--- src/rtl/cpu_phase_controller.sv ---
// ============================================================================
// cpu_phase_controller : multicycle IF/ID/EX/MEM/WB sequencer with ready
//                        handshakes, wait timeout, halt and retire counter.
// Revision 1.0
// ============================================================================
`default_nettype none

module cpu_phase_controller #(
   parameter int COUNT_SIZE = 32,
   parameter int WAIT_SIZE  = 4,
   parameter int MAX_WAIT   = 15
) (
   input  logic                  clock,
   input  logic                  reset,
   input  logic                  start,
   input  logic                  halt_request,
   input  logic                  im_ready,
   input  logic                  dm_ready,
   input  logic                  is_mem_op,
   output logic                  do_im_read,
   output logic                  do_reg_fetch,
   output logic                  do_execute,
   output logic                  do_dm_access,
   output logic                  do_reg_write,
   output logic                  pc_update,
   output logic                  busy,
   output logic                  fault,
   output logic [COUNT_SIZE-1:0] retired_count
);

   // Last wait value still allowed; one more idle cycle past it is a timeout.
   localparam logic [WAIT_SIZE-1:0] WAIT_LAST = WAIT_SIZE'(MAX_WAIT - 1);

   typedef enum logic [2:0] {
      S_IDLE   = 3'd0,
      S_IF     = 3'd1,
      S_ID     = 3'd2,
      S_EX     = 3'd3,
      S_MEM    = 3'd4,
      S_WB     = 3'd5,
      S_HALTED = 3'd6,
      S_FAULT  = 3'd7
   } state_t;

   state_t                 state;
   state_t                 next_state;
   logic [WAIT_SIZE-1:0]   wait_cnt;
   logic                   waiting;

   always_comb begin
      next_state = state;
      waiting    = 1'b0;
      case (state)
         S_IDLE: if (start) next_state = S_IF;
         S_IF: begin
            if (im_ready)                next_state = S_ID;
            else if (wait_cnt == WAIT_LAST) next_state = S_FAULT;
            else                         waiting    = 1'b1;
         end
         S_ID:  next_state = S_EX;
         S_EX:  next_state = is_mem_op ? S_MEM : S_WB;
         S_MEM: begin
            if (dm_ready)                next_state = S_WB;
            else if (wait_cnt == WAIT_LAST) next_state = S_FAULT;
            else                         waiting    = 1'b1;
         end
         S_WB:    next_state = halt_request ? S_HALTED : S_IF;
         default: next_state = state;
      endcase
   end

   // Strobes are decoded from next_state so they line up with the state register.
   always_ff @(posedge clock or posedge reset) begin
      if (reset) begin
         state         <= S_IDLE;
         wait_cnt      <= '0;
         retired_count <= '0;
         do_im_read    <= 1'b0;
         do_reg_fetch  <= 1'b0;
         do_execute    <= 1'b0;
         do_dm_access  <= 1'b0;
         do_reg_write  <= 1'b0;
         pc_update     <= 1'b0;
         busy          <= 1'b0;
         fault         <= 1'b0;
      end else begin
         state <= next_state;
         if (next_state != state)
            wait_cnt <= '0;
         else if (waiting)
            wait_cnt <= wait_cnt + WAIT_SIZE'(1);
         if (state == S_WB)
            retired_count <= retired_count + COUNT_SIZE'(1);
         do_im_read   <= (next_state == S_IF);
         do_reg_fetch <= (next_state == S_ID);
         do_execute   <= (next_state == S_EX);
         do_dm_access <= (next_state == S_MEM);
         do_reg_write <= (next_state == S_WB);
         pc_update    <= (next_state == S_WB);
         busy         <= (next_state == S_IF) || (next_state == S_ID) ||
                         (next_state == S_EX) || (next_state == S_MEM) ||
                         (next_state == S_WB);
         fault        <= (next_state == S_FAULT);
      end
   end

endmodule

`default_nettype wire

--- config.mk ---
export PLATFORM = sky130hd
export DESIGN_NAME = cpu_phase_controller
export DESIGN_NICKNAME = d
export VERILOG_FILES = /design/src/rtl/cpu_phase_controller.sv
export SDC_FILE = /design/constraint.sdc
export NUM_CORES = 1
export LEC_CHECK = 0
export CAP_MARGIN = 10
export CORE_MARGIN = 2
export CORE_UTILIZATION = 47
export CTS_BUF_LIST = sky130_fd_sc_hd__clkbuf_8
export DETAILED_ROUTE_END_ITERATION = 8
export HOLD_SLACK_MARGIN = 0.08
export PLACE_DENSITY_LB_ADDON = 0.1
export SLEW_MARGIN = 20
export SYNTH_ARGS = -nofsm -noshare
export SYNTH_HDL_FRONTEND = slang
export SYNTH_SLANG_ARGS = --single-unit
--- constraint.sdc ---
create_clock -name clock -period 1.7 [get_ports clock]
set_input_delay 0.255 -clock clock [delete_from_list [all_inputs] [get_ports clock]]
set_output_delay 0.255 -clock clock [all_outputs]
set_load 0.01 [all_outputs]
# Word level (Yosys, flattened, before mapping)
# Cells that the tools add are included.
[op_classes]
reduce_logical = 6
n_eq_ne = 13
n_mux = 13
addsub = 2
[ops]
columns = ["operator", "count"]
rows = [
  ["adder 32 x 1 -> 32 bit, second input constant", 1],
  ["one-hot mux 3 bit (6 select lines)", 1],
  ["equality test 3 bit, second input constant", 5],
  ["two-way mux 3 bit", 5],
  ["equality test 3 x 2 -> 1 bit, second input constant", 4],
  ["two-way mux 4 bit", 2],
  ["equality test 3 x 1 -> 1 bit, second input constant", 2],
  ["adder 4 x 1 -> 4 bit, second input constant", 1],
  ["equality test 4 bit, second input constant", 1],
  ["logical OR 1 bit", 4],
  ["two-way mux 1 bit", 4],
  ["logical NOT 3 bit", 1],
  ["!= test 3 bit", 1],
  ["one-hot mux 1 bit (2 select lines)", 1],
  ["nonzero test 2 bit", 1],
]
[word_totals]
register_bits = 46
out_inout_bits = 40
inputBits = 7

# Logic depth before layout (Yosys ltp)
[logic_depth]
ltp_word = 9
depth_mapped = 7
ltp_nobuf = 7

# Worst setup path after synthesis
# Ideal clock, no wire load.
[synth_timing]
path_kind = "flip-flop to flip-flop"
from = "register retired_count[9]"
to = "register retired_count[28]"
period_less_slack_ns = 1.903
t_required_ns = 1.621
path_buffers = 0
slack_ns = -0.203
stages_incl_launch_ff = 6
arrival_ns = 1.824
setup_time_ns = 0.079
cell_sequence = "dfrtp_1 -> nand4_2 -> or4_1 -> or3_4 -> nor3_2 -> xor2_1"
[synth_between]
elab_chain_cells = 1
[synth_lines]
columns = ["element", "line_no", "rtl"]
rows = [
  ["start: declaration", "28", "output logic [COUNT_SIZE-1:0] retired_count"],
  ["start signal: assignment", "93", "retired_count <= retired_count + COUNT_SIZE'(1);"],
  ["adder 32 x 1 -> 32 bit", "93", ""],
]
# Every way passes these cells.
# A chain may end at the register's enable or synchronous reset.

# Worst setup path in the final report
[layout_timing]
from = "register retired_count[8]"
to = "register retired_count[28]"
# Same word-level chain as after synthesis.

==> results_dict.tcl <==
set metrics [dict create \
    status "complete, but fails checks" \
    violations "negative setup slack" \
    finalCriticalPeriod_ps 1830 \
    multi_input_area_mm2 0.00101 \
    highest_layer "met4" \
    drt_pass1_iterations 4 \
    crit_slowest_cell "or4_4" \
    dp_cells 331 \
    irDropWorstVdd_uv 880 \
    drt_iter0_drc 101 \
    port-buffer-count 46 \
    period_share 1.07 \
    drv_slew 0 \
    final.setup.worst_slack_ps -125 \
    grt_pass1_wl_um 7420 \
    yosys-top-cells-count "dfrtp_1, nor2_1, xnor2_1, nand2_1, xor2_1" \
    yosys.area.top_type_share 0.534 \
    cts_buffers 5 \
    path_max_fanout 4 \
    syn_area_per_cell_um2 10.6 \
    syn-num-nets 214 \
    synth_area_leaders "dfrtp_1, xnor2_1, xor2_1, nor2_1, nand2_1" \
    netlist_area_mm2 0.00215 \
    drtAntennaViolNets 0 \
    cts_root_buf "clkbuf_8" \
    met3_length_um 193 \
    grt_max_degree 47 \
    vias 1773 \
    area_growth_syn_to_layout_pct 43.8 \
    tightest_slew_ps 377 \
    stdcell_count 340 \
    row_count 24 \
    fin_nets 297 \
    p_leak_nw 1.39 \
    drt-total-wl_um 4570 \
    postSynth.asyncResetShare 1.00 \
    total_power_mw 3.31 \
    ios 47 \
    crit_type "reg2reg" \
    clkLatencyLatePin_ps 300 \
    diodes 0 \
    final_core_util 0.707 \
    setup_viol 4 \
    synth_cell_types 37 \
    slew_headroom 0.748 \
    die_h_um 71.7 \
    place_ws_ps -136 \
    yosys_register_bits 46 \
    hold_viol 0 \
    setup.worst_path.end_class "register" \
    clockBufferDepth 2 \
    yosysMostFrequentCell "dfrtp_1" \
    cp_top_family "simple AND/OR/NAND/NOR gates" \
    slowest_delay_ps 550 \
    initial_core_util 0.491 \
    met2WireLength_um 2300 \
    grt_usage 0.185 \
    drcViolationCount 0 \
    cp.buffers_inverters 0 \
    htreeDepth 2 \
    rsz0062_at_grt "true" \
    synthFlopType "dfrtp_1" \
    post_route_cells_drive_above_1_share 0.219 \
    hold_buffers 0 \
    setup_tns_ps -362 \
    antenna_found_initial 0 \
    die_area_mm2 0.00514 \
    die_w_um 71.7 \
    gp_congestion 0.837 \
    yosysSeqAreaShare 0.534 \
    ys_warn_count 0 \
    syn_inst 204 \
    crit_chain "nand4_4, or4_4, or3_4, nor3_2, xor2_1" \
    timing.fmax_mhz 548 \
    cp.required_ps 1930 \
    grt_pass1_vias 1639 \
    startpoint_type "register" \
    power_density_mw_per_mm2 1070 \
    regArea_mm2 0.00116 \
    synth_edf_count 0 \
    fill_cells 366 \
    crit_arrival_ps 2060 \
    wl_per_cell_um 13.5 \
    grt.overflow.total 0 \
    core_area_mm2 0.00438 \
    drv_cap 0 \
    holdCritPathClass "in2async" \
    wl_met1_um 2020 \
    cts.sinks 46 \
    cts_tree "yes" \
    path_clk_slew_ps 90 \
    via_per_inst 5.21 \
    hpwl_um 3360 \
    skew_ps 8.75 \
    synth_top_cell_by_area "dfrtp_1" \
]
final timing paths:
kind	from	endpoint	slack (ps)	cells past startpoint
worst max-delay path	retired_count[8]	retired_count[28]	-130	5
worst min-delay path	reset	do_dm_access	300	3
worst max register to register	retired_count[8]	retired_count[28]	-130	5
worst min register to register	retired_count[31]	retired_count[31]	470	1
max in group asynchronous	reset	retired_count[8]	1180	3
min in group clock	retired_count[31]	retired_count[31]	470	1
cells by family after synthesis:
kind of cell	synth area share
and+or+nand+nor	0.221
muxes	0.00523
adders and majority gates	0.0174
DFF	0.534
AOI/OAI and AO/OA	0.0645
buffers and inverters	0.0192
xor gates and xnor gates	0.138
registers in the layout, summed over array words and instances (netlist names):
name / count
pc_update: 1
fault: 1
state: 3
retired_count: 32
do_dm_access: 1
do_reg_fetch: 1
busy: 1
wait_cnt: 4
do_execute: 1
do_im_read: 1
placed cells by master, fill, tap and decap left out, types with 2 or more instances in the layout:
| cell type | Yosys | layout |
|---|---|---|
| a21oi_1 | 4 | 4 |
| a31oi_1 | 3 | 3 |
| and3_1 | 3 | 3 |
| and4_1 | 3 | 3 |
| buf_12 | 0 | 3 |
| buf_4 | 1 | 32 |
| clkbuf_8 | 0 | 5 |
| clkdlybuf4s50_1 | 0 | 46 |
| dfrtp_1 | 46 | 42 |
| dfrtp_2 | 0 | 4 |
| ha_1 | 3 | 3 |
| inv_1 | 5 | 4 |
| nand2_1 | 16 | 16 |
| nand2b_1 | 5 | 5 |
| nand3_1 | 9 | 8 |
| nand4_1 | 9 | 9 |
| nor2_1 | 20 | 17 |
| nor2_2 | 0 | 2 |
| nor2b_1 | 4 | 4 |
| nor3_1 | 7 | 6 |
| nor3_2 | 1 | 2 |
| nor3b_1 | 2 | 2 |
| o21ai_0 | 8 | 5 |
| o21ai_1 | 0 | 2 |
| xnor2_1 | 20 | 20 |
| xor2_1 | 14 | 14 |
what timing repair did:
action | in CTS | in global routing
gates resized for setup | 2 | 12
buffers inserted | 0 | 1
gates cloned | 0 | 0
setup endpoints to repair | 10 | 18
pin swaps | 0 | 3
per-layer routing:
metal / global-route usage / vias to the layer above
li1: - / 866
met1: 0.240 / 858
met2: 0.308 / 41
met3: 0.0464 / 8
met4: 0.0566 / 0
met5: 0 / -
per-stage QoR:
step	hold WS, ps	instance area (um^2)
after floorplan	420	2170
after global placement	462	2970
after detailed placement	466	2970
after CTS	305	3060
after global routing	307	3100
final	297	3100
worst register-to-register path, cell delays in order (launching register included):
cell	delay, ps
dfrtp_2	390
nand4_4	110
or4_4	550
or3_4	430
nor3_2	140
xor2_1	150
layout make-up:
type,count,share of cell area
Clock inverter,3,0.00686
Sequential cell,46,0.373
Tap cell,52,0.0210
Inverter,5,0.00606
Timing Repair Buffer,81,0.245
Multi-Input combinational cell,148,0.325
Clock buffer,5,0.0222
power breakdown:
group	internal (mW)	total, mW	leakage, nW	switching [mW]
Sequential	1.25	1.36	0.613	0.111
Clock	0.289	0.670	0.0441	0.381
Combinational	0.667	1.28	0.730	0.612
Note: power is estimated with default switching activity, not from simulation.
